==> src/rtl/lif_pkg.sv <==
// -----------------------------------------------------------------------------
// lif_pkg
// Shared definitions for the LIF network readout stage.
//   swc_state_t       : spike window counter FSM states
//   NO_SPIKE_LATENCY  : latency sentinel reported for a window with no spikes;
//                       all ones, truncated to the latency width by the user
// -----------------------------------------------------------------------------
package lif_pkg;

    typedef enum logic [1:0] {
        IDLE     = 2'd0,
        ARMED    = 2'd1,
        COUNTING = 2'd2
    } swc_state_t;

    localparam logic [31:0] NO_SPIKE_LATENCY = 32'hFFFF_FFFF;

endpackage : lif_pkg

==> src/rtl/sat_counter.sv <==
// -----------------------------------------------------------------------------
// sat_counter
// Saturating up-counter with a sticky "reached maximum" flag.
//   clk   in  1   clock, rising edge
//   reset in  1   asynchronous, active-high reset
//   clr   in  1   synchronous clear of count and flag (wins over inc)
//   inc   in  1   increment request
//   q     out W   current count, stops at 2**W-1
//   sat   out 1   set once q has reached 2**W-1, held until clr/reset
// -----------------------------------------------------------------------------
module sat_counter #(
    parameter int W = 8
) (
    input  logic         clk,
    input  logic         reset,
    input  logic         clr,
    input  logic         inc,
    output logic [W-1:0] q,
    output logic         sat
);

    localparam logic [W-1:0] CNT_MAX = {W{1'b1}};
    localparam logic [W-1:0] CNT_ONE = {{(W-1){1'b0}}, 1'b1};

    logic [W-1:0] r_q;
    logic         r_sat;

    // Count register and sticky saturation flag.
    always_ff @(posedge clk or posedge reset) begin
        if (reset) begin
            r_q   <= {W{1'b0}};
            r_sat <= 1'b0;
        end else if (clr) begin
            r_q   <= {W{1'b0}};
            r_sat <= 1'b0;
        end else if (inc && (r_q != CNT_MAX)) begin
            r_q <= r_q + CNT_ONE;
            if (r_q == (CNT_MAX - CNT_ONE)) begin
                r_sat <= 1'b1;
            end
        end
    end

    assign q   = r_q;
    assign sat = r_sat;

endmodule : sat_counter

==> src/rtl/spike_window_counter.sv <==
// -----------------------------------------------------------------------------
// spike_window_counter
// Counts spikes of the network output over windows of 2**WINDOW_LOG2 cycles and
// publishes count, first-spike latency and flags at each window end.
//   clk          in   1            clock, rising edge
//   reset        in   1            asynchronous, active-high reset
//   enable       in   1            1 = measure, 0 = idle (outputs hold)
//   clear        in   1            synchronous restart of current window
//   spike_in     in   1            network spike line
//   count_out    out  COUNT_W      saturated spike count of last window
//   latency_out  out  WINDOW_LOG2  index of first counted spike (all ones if none)
//   no_spike     out  1            last window had no spikes
//   overflow     out  1            last window's count saturated
//   window_done  out  1            one-cycle pulse when results update
// -----------------------------------------------------------------------------
module spike_window_counter
    import lif_pkg::*;
#(
    parameter int WINDOW_LOG2 = 8,
    parameter int COUNT_W     = 8,
    parameter bit EDGE_MODE   = 1'b1
) (
    input  logic                   clk,
    input  logic                   reset,
    input  logic                   enable,
    input  logic                   clear,
    input  logic                   spike_in,
    output logic [COUNT_W-1:0]     count_out,
    output logic [WINDOW_LOG2-1:0] latency_out,
    output logic                   no_spike,
    output logic                   overflow,
    output logic                   window_done
);

    localparam logic [WINDOW_LOG2-1:0] WIN_LAST = {WINDOW_LOG2{1'b1}};
    localparam logic [WINDOW_LOG2-1:0] WIN_ONE  = {{(WINDOW_LOG2-1){1'b0}}, 1'b1};
    localparam logic [COUNT_W-1:0]     CNT_MAX  = {COUNT_W{1'b1}};
    localparam logic [COUNT_W-1:0]     CNT_ONE  = {{(COUNT_W-1){1'b0}}, 1'b1};
    localparam logic [WINDOW_LOG2-1:0] LAT_NONE = NO_SPIKE_LATENCY[WINDOW_LOG2-1:0];

    swc_state_t             r_state;
    logic [WINDOW_LOG2-1:0] r_win_cnt;
    logic [WINDOW_LOG2-1:0] r_first_idx;
    logic                   r_spike_d;
    logic [COUNT_W-1:0]     r_count_out;
    logic [WINDOW_LOG2-1:0] r_latency_out;
    logic                   r_no_spike;
    logic                   r_overflow;
    logic                   r_window_done;

    logic [COUNT_W-1:0]     w_spk_cnt;
    logic                   w_sat;
    logic                   w_spike_now;
    logic                   w_active;
    logic                   w_win_end;
    logic                   w_inc;
    logic                   w_clr;
    logic [COUNT_W-1:0]     w_cnt_final;
    logic                   w_ovf_final;
    logic [WINDOW_LOG2-1:0] w_lat_final;

    // Counted-spike detection, window control and the values to publish.
    always_comb begin
        w_spike_now = 1'b0;
        if (EDGE_MODE) begin
            w_spike_now = spike_in & ~r_spike_d;
        end else begin
            w_spike_now = spike_in;
        end

        // A window cycle is only measured when running and not being restarted.
        w_active  = enable && !clear && ((r_state == ARMED) || (r_state == COUNTING));
        w_win_end = w_active && (r_win_cnt == WIN_LAST);
        w_inc     = w_active && w_spike_now;
        // Spike counter is held at zero whenever no window cycle is measured,
        // and restarts at window end without a dead cycle.
        w_clr     = !w_active || w_win_end;

        // The spike on the closing cycle still belongs to the closing window.
        w_cnt_final = w_spk_cnt;
        if (w_spike_now && (w_spk_cnt != CNT_MAX)) begin
            w_cnt_final = w_spk_cnt + CNT_ONE;
        end else begin
            w_cnt_final = w_spk_cnt;
        end
        w_ovf_final = w_sat || (w_cnt_final == CNT_MAX);

        w_lat_final = r_first_idx;
        if (w_cnt_final == {COUNT_W{1'b0}}) begin
            w_lat_final = LAT_NONE;
        end else if (r_state == ARMED) begin
            // Still armed with a non-zero count: the first spike is this cycle.
            w_lat_final = r_win_cnt;
        end else begin
            w_lat_final = r_first_idx;
        end
    end

    sat_counter #(
        .W (COUNT_W)
    ) u_spk_cnt (
        .clk   (clk),
        .reset (reset),
        .clr   (w_clr),
        .inc   (w_inc),
        .q     (w_spk_cnt),
        .sat   (w_sat)
    );

    // Delayed copy of the spike line for edge detection, runs in every state.
    always_ff @(posedge clk or posedge reset) begin
        if (reset) begin
            r_spike_d <= 1'b0;
        end else begin
            r_spike_d <= spike_in;
        end
    end

    // Window FSM, window counter, first-spike index and publish registers.
    always_ff @(posedge clk or posedge reset) begin
        if (reset) begin
            r_state       <= IDLE;
            r_win_cnt     <= {WINDOW_LOG2{1'b0}};
            r_first_idx   <= {WINDOW_LOG2{1'b0}};
            r_count_out   <= {COUNT_W{1'b0}};
            r_latency_out <= {WINDOW_LOG2{1'b0}};
            r_no_spike    <= 1'b0;
            r_overflow    <= 1'b0;
            r_window_done <= 1'b0;
        end else begin
            r_window_done <= 1'b0;
            if (!enable) begin
                r_state     <= IDLE;
                r_win_cnt   <= {WINDOW_LOG2{1'b0}};
                r_first_idx <= {WINDOW_LOG2{1'b0}};
            end else begin
                case (r_state)
                    IDLE: begin
                        r_state     <= ARMED;
                        r_win_cnt   <= {WINDOW_LOG2{1'b0}};
                        r_first_idx <= {WINDOW_LOG2{1'b0}};
                    end
                    ARMED, COUNTING: begin
                        if (clear) begin
                            r_state     <= ARMED;
                            r_win_cnt   <= {WINDOW_LOG2{1'b0}};
                            r_first_idx <= {WINDOW_LOG2{1'b0}};
                        end else if (w_win_end) begin
                            r_count_out   <= w_cnt_final;
                            r_latency_out <= w_lat_final;
                            r_no_spike    <= (w_cnt_final == {COUNT_W{1'b0}});
                            r_overflow    <= w_ovf_final;
                            r_window_done <= 1'b1;
                            r_state       <= ARMED;
                            r_win_cnt     <= r_win_cnt + WIN_ONE;  // wraps to zero
                            r_first_idx   <= {WINDOW_LOG2{1'b0}};
                        end else begin
                            r_win_cnt <= r_win_cnt + WIN_ONE;
                            if ((r_state == ARMED) && w_spike_now) begin
                                r_state     <= COUNTING;
                                r_first_idx <= r_win_cnt;
                            end
                        end
                    end
                    default: begin
                        r_state     <= IDLE;
                        r_win_cnt   <= {WINDOW_LOG2{1'b0}};
                        r_first_idx <= {WINDOW_LOG2{1'b0}};
                    end
                endcase
            end
        end
    end

    assign count_out   = r_count_out;
    assign latency_out = r_latency_out;
    assign no_spike    = r_no_spike;
    assign overflow    = r_overflow;
    assign window_done = r_window_done;

endmodule : spike_window_counter

==> config.mk <==
export PLATFORM = sky130hd
export DESIGN_NAME = spike_window_counter
export DESIGN_NICKNAME = d
export VERILOG_FILES = /design/src/rtl/lif_pkg.sv /design/src/rtl/sat_counter.sv /design/src/rtl/spike_window_counter.sv
export SDC_FILE = /design/constraint.sdc
export NUM_CORES = 1
export LEC_CHECK = 0
export CAP_MARGIN = 0
export CORE_MARGIN = 3
export CORE_UTILIZATION = 45
export DETAILED_ROUTE_END_ITERATION = 10
export PLACE_DENSITY = 0.68
export SLEW_MARGIN = 20
export SYNTH_ARGS = -nofsm -noshare
export SYNTH_HDL_FRONTEND = slang
export SYNTH_SLANG_ARGS = --single-unit
==> constraint.sdc <==
create_clock -name clk -period 1.9 [get_ports clk]
set_input_delay 0.38 -clock clk [delete_from_list [all_inputs] [get_ports clk]]
set_output_delay 0.38 -clock clk [all_outputs]
set_load 0.02 [all_outputs]
==> flow_summary.toml, run 1 <==
[synthesis]
syn-num-nets = 244
yosysSeqAreaShare_pct = 51.6
synth_area_sq_um = 2280
syn-instance-count = 233
ys_ff_latch = 47
ys_warn_count = 0
yosysTopAreaCellShare_pct = 51.6
synth_cell_types = 40
avgSynthCellArea_sq_um = 9.77
post_synth_main_area_contributors = "dfrtp_1, nand2_1, mux2i_1"
synth_top_area_cell = "dfrtp_1"

[cts]
cts.reportedPaths.clkPinSlew_ps = 80
cts_tree = "done"
cts_buffers = 5
cts_buffer_depth = 2
h-tree-depth = 2
clk_latency_ps = 300
cts_root_buffer = "clkbuf_8"
hold_buffers = 0
numClockSinks = 47

[timing]
worst_pin_slew_ps = 504
rsz0062_at_grt = "yes"
slew_headroom_pct = 66.2
finalClockSkew_ps = 15.3
drv_slew = 0
finalHoldViolCount = 0
setup_viol = 0
period_share_pct = 99.3
max_freq_mhz = 530
hold_ws_ps = 281
period_minus_slack_ps = 1890

[drt]
drtIter0Drc = 183
viasPerCell = 5.15
drtAntennaViolNets = 0
drc = 0
routed_wl_microns = 5040
routed-via-count = 1849
wl_per_cell_microns = 14.0
drtPass1Iterations = 4

[worst_hold_path]
whs_endpoint = "r_spike_d"
hold_class = "in2reg"
hold_depth = 1
min_from = "spike_in"

[worst_setup_path]
worstSetupPathType = "reg2reg"
cp_max_fo = 8
cp.required_ps = 2100
cp-end-kind = "flop"
rr_endpoint = "overflow"
startpoint_type = "flop"
r2r_slack_ps = 10
ff2ff_path_depth = 7
cp.arrival_ps = 2080
r2r-start = "u_spk_cnt.q[0]"

[floorplan]
initial_core_util_pct = 47.3
die_w_microns = 77.1
coreArea_sq_um = 4820
rows = 25
die_h_microns = 77.1
pin_count = 24
dieArea_sq_um = 5950

[final_layout]
final_cell_mix = "dfrtp_1, nand2_1, buf_4"
num_antenna_cells = 0
design_area_sq_um = 3010
drive_above_1_share_pct = 24.0
fin_nets = 302
layout_commonest_cell = "dfrtp_1"
area.growth.synth_to_final_pct = 32.4
fill_cells = 434

[run_status]
status = "completed"

[pwr]
peakVddDrop_mv = 0.368
swShare_pct = 26.5
p_leak_uw = 0.00136
pwr-share-comb_pct = 16.6
p_per_area_nw_per_um2 = 662
power_uw = 1990
power_frac_clock_pct = 31.7
power.internal_uw = 1470
p_switching_uw = 529
pwr-share-seq_pct = 51.8

[global_routing]
grt_pass1_wl_microns = 8680
grt_max_degree = 48
grt_usage_pct = 18.1
overflow = 0
antenna_found_initial = 0
grt_pass1_vias = 1862

[placed_design]
placed_area_sq_um = 2820
dp.final_hpwl_microns = 3500
routabilityCongestion = 0.978
io_buffers = 23

[flow_run]
cap_violations = 0
-- final cells by class --
class	count	area [sq um]	area share [%]
Tap cell	67	83.8	2.78
Clock buffer	6	82.6	2.74
Clock inverter	2	16.3	0.540
Sequential cell	47	1180	39.1
Inverter	8	35.0	1.16
Multi-Input combinational cell	170	1100	36.5
Timing Repair Buffer	59	519	17.2
-- Yosys cell counts --
cell and instances:
a21oi_1 7, a22oi_1 1, a31oi_1 3, and2_1 3
and2_2 1, and2b_1 1, and2b_2 1, and3_1 3
and3_2 3, and4_1 1, buf_1 1, buf_4 1
buf_6 2, clkbuf_1 5, dfrtp_1 47, ha_1 6
inv_1 7, inv_6 1, mux2i_1 12, nand2_1 46
nand2b_1 1, nand2b_2 1, nand3_1 7, nand3b_1 2
nand4_1 2, nand4_2 1, nand4_4 1, nor2_1 21
nor3_1 1, nor3_2 1, o211ai_1 8, o21a_1 1
o21ai_0 18, o21ai_1 2, o31ai_1 3, or2_1 1
or2b_2 1, or4b_1 2, xnor2_1 4, xor2_1 3
-- critical path, cell delays in order, from the launching register on --
cell and delay, ps:
dfrtp_1 400, buf_4 190, nand4_4 120, nor3_4 220
mux2i_2 120, nor2_1 110, or4b_1 430, o31ai_1 200
-- cell families (layout without fill, tap and decap cells) --
logic type                 after synthesis  after routing  synth area share, %
AOI/OAI and AO/OA                       43             43                 11.0
muxes                                   12             12                 5.27
DFF                                     47             47                 51.6
xor gates and xnor gates                 7              7                 2.69
and+or+nand+nor                        101            102                 22.2
adders and majority gates                6              6                 3.30
buffers and inverters                   17             75                 3.85
-- flip-flops by register name (all words and copies together), names as in the netlist --
signal,count
latency_out,8
r_win_cnt,8
r_first_idx,8
overflow,1
r_state,2
window_done,1
r_spike_d,1
count_out,8
no_spike,1
u_spk_cnt.q,8
u_spk_cnt.sat,1
-- repair_timing --
item	CTS	global route
setup endpoints to repair	9	12
hold endpoints to repair	0	0
gates resized for setup	6	9
pin swaps	4	7
buffers inserted	0	3
cloned	1	0
-- layer usage --
| layer | routed length, microns | GRT usage (%) | share of wire, % |
|---|---|---|---|
| met5 | 0 | 0 | 0 |
| met4 | 124 | 8.01 | 2.5 |
| met2 | 2270 | 28.8 | 45 |
| met1 | 2470 | 24.5 | 49 |
| met3 | 178 | 2.70 | 3.5 |
-- how the worst max path moves through the flow --
stage / from / to / slack [ps] / cells after the start
after floorplan: r_state[1] / r_state[1] / -10 / 8
after global placement: spike_in / overflow / -300 / 6
after detailed placement: spike_in / overflow / -360 / 6
after CTS: spike_in / overflow / 3 / 6
after global routing: u_spk_cnt.q[0] / latency_out[2] / -150 / 7
final: u_spk_cnt.q[0] / overflow / 10 / 7
-- power groups by stage --
| stage | clock, uW | combinational [uW] | sequential, uW |
|---|---|---|---|
| floorplan | 0 | 189 | 1060 |
| CTS | 646 | 323 | 1030 |
| global route | 686 | 369 | 1030 |
| global placement | 0 | 316 | 1050 |
| finish | 632 | 330 | 1030 |
| detailed placement | 0 | 318 | 1050 |
-- through the flow --
step / utilization (%) / setup WS (ps) / setup TNS [ps] / std cells
final: 62.6 / 13.4 / 0 / 359
after global routing: 62.6 / -151 / -1230 / 359
after CTS: 61.4 / 3.19 / 0 / 356
after detailed placement: 58.6 / -358 / -3420 / 347
after global placement: 58.6 / -303 / -2320 / 347
after floorplan: - / -12.0 / -16.2 / 233
No activity file was read; power rests on OpenSTA's default activity.
==> inputs of run 2 (changes only) <==
--- a/config.mk
+++ b/config.mk
@@ -10,7 +10,6 @@
 export CORE_UTILIZATION = 45
 export DETAILED_ROUTE_END_ITERATION = 10
 export PLACE_DENSITY = 0.68
-export SLEW_MARGIN = 20
 export SYNTH_ARGS = -nofsm -noshare
 export SYNTH_HDL_FRONTEND = slang
 export SYNTH_SLANG_ARGS = --single-unit
==> results of run 2 <==
Same layout as run 1: the final DEF is identical, and so are final timing and power.
==> inputs of run 3 (changes only) <==
--- a/config.mk
+++ b/config.mk
@@ -7,9 +7,8 @@
 export LEC_CHECK = 0
 export CAP_MARGIN = 0
 export CORE_MARGIN = 3
-export CORE_UTILIZATION = 45
+export CORE_UTILIZATION = 40
 export DETAILED_ROUTE_END_ITERATION = 10
-export PLACE_DENSITY = 0.68
 export SYNTH_ARGS = -nofsm -noshare
 export SYNTH_HDL_FRONTEND = slang
 export SYNTH_SLANG_ARGS = --single-unit
==> run 3 against run 2 <==
Critical path depth did not move. Sequential cell count unchanged. Die area grew 12%. Register-to-register slack improved by 20 ps. Non-clock buffer count increased by 1. Via count fell by 2.7%. Critical endpoint unchanged. Clock power about the same. Fmax is 1.1% higher. Sequential power about the same. Worst setup slack better by 21 ps. Final area up 2.1%.
==> flow_summary.toml, run 3 (synthesis gave the netlist of run 1 again) <==
[drt]
routed-via-count = 1800
wl_per_cell_microns = 14.0
viasPerCell = 4.96
routed_wl_microns = 5100
drc = 0
drtAntennaViolNets = 0
drtIter0Drc = 96
drtPass1Iterations = 4

[floorplan]
pin_count = 24
rows = 26
die_h_microns = 81.5
dieArea_sq_um = 6630
die_w_microns = 81.5
initial_core_util_pct = 42.9
coreArea_sq_um = 5300

[pwr]
peakVddDrop_mv = 0.378
p_leak_uw = 0.00137
power_uw = 2030
p_per_area_nw_per_um2 = 661

[worst_hold_path]
min_from = "spike_in"
whs_endpoint = "r_spike_d"
hold_depth = 1
hold_class = "in2reg"

[placed_design]
dp_slack_ps = -497
routabilityCongestion = 0.883
dp_cells = 351
io_buffers = 23
dp.final_hpwl_microns = 3440
placed_area_sq_um = 2830

[timing]
drv_slew = 0
tns_ps = 0
finalClockSkew_ps = 5.20
rsz0062_at_grt = "yes"
period_minus_slack_ps = 1870
max_freq_mhz = 536
worst_pin_slew_ps = 288
period_share_pct = 98.2
fin_ws_ps = 34.5
setup_viol = 0
slew_headroom_pct = 80.3
finalHoldViolCount = 0

[cts]
cts_buffer_depth = 2
cts_buffers = 5
cts_root_buffer = "clkbuf_8"
numClockSinks = 47
h-tree-depth = 2
clk_latency_ps = 300
cts.reportedPaths.clkPinSlew_ps = 90
hold_buffers = 0
cts_tree = "done"

[worst_setup_path]
startpoint_type = "flop"
r2r_slack_ps = 30
cp_max_fo = 3
worstSetupPathType = "reg2reg"
ff2ff_path_depth = 7
cp.arrival_ps = 2080
r2r-start = "u_spk_cnt.q[1]"
rr_endpoint = "overflow"
cp-end-kind = "flop"
cp.required_ps = 2120

[global_routing]
grt_pass1_wl_microns = 8360
antenna_found_initial = 0
grt_max_degree = 48
grt_pass1_vias = 1758
grt_usage_pct = 16.4
overflow = 0

[final_layout]
multi_input_area_sq_um = 1140
final_cells = 363
num_antenna_cells = 0
fill_cells = 467
register_area_sq_um = 1180
design_area_sq_um = 3080
drive_above_1_share_pct = 26.3
fin_nets = 303
final_cell_mix = "nand2_1, dfrtp_1, buf_4"
area.growth.synth_to_final_pct = 35.2

[run_status]
status = "completed"

[flow_run]
cap_violations = 0
[run 3: layout make-up]
cell class	instances	share of cell area, %
Clock buffer	6	2.68
Tap cell	70	2.85
Sequential cell	47	38.3
Timing Repair Buffer	60	17.4
Inverter	8	1.14
Multi-Input combinational cell	170	37.1
Clock inverter	2	0.528
[run 3: stage by stage]
stage / hold WS, ps / util (%)
2_1_floorplan: 411 / -
3_3_place_gp: 459 / 53.4
3_5_place_dp: 470 / 53.4
4_1_cts: 428 / 55.7
5_1_grt: 264 / 58.0
6_report: 262 / 58.0
[run 3: critical path, stage by stage, from the launching register on]
cell,delay (ps)
dfrtp_2,440
ha_4,160
and3_4,180
and2_4,160
nand2_2,70
o21ai_2,70
or4b_4,530
o31ai_4,180
[run 3: where the power goes]
part	total (uW)	switching, uW	leakage, uW	internal (uW)
registers	1030	11.8	0.000647	1020
clock network	634	336	0.0000474	297
logic	369	200	0.000671	169
total	2030	548	0.00137	1490
[run 3: routing by layer]
| layer | part of all wire [%] | GRT usage, % | vias to the layer above |
|---|---|---|---|
| li1 | - | - | 922 |
| met1 | 51 | 23.9 | 839 |
| met2 | 44 | 24.1 | 32 |
| met3 | 3.2 | 2.74 | 7 |
| met4 | 1.6 | 6.93 | 0 |
| met5 | 0 | 0 | - |
[run 3: how the worst max path moves through the flow]
| stage | start | end | slack (ps) | cells after the start |
|---|---|---|---|---|
| after floorplan | r_state[1] | r_state[1] | -10 | 8 |
| after global placement | spike_in | overflow | -340 | 6 |
| after detailed placement | spike_in | overflow | -500 | 6 |
| after CTS | spike_in | overflow | 2 | 6 |
| after global routing | u_spk_cnt.q[0] | overflow | -60 | 7 |
| final | u_spk_cnt.q[1] | overflow | 30 | 7 |
[run 3: what timing repair did]
item / CTS / global route
gates resized for setup: 5 / 23
pin swaps: 3 / 4
setup endpoints to repair: 1 / 19
buffers inserted: 0 / 2
hold endpoints to repair: 0 / 0
gates cloned: 0 / 2
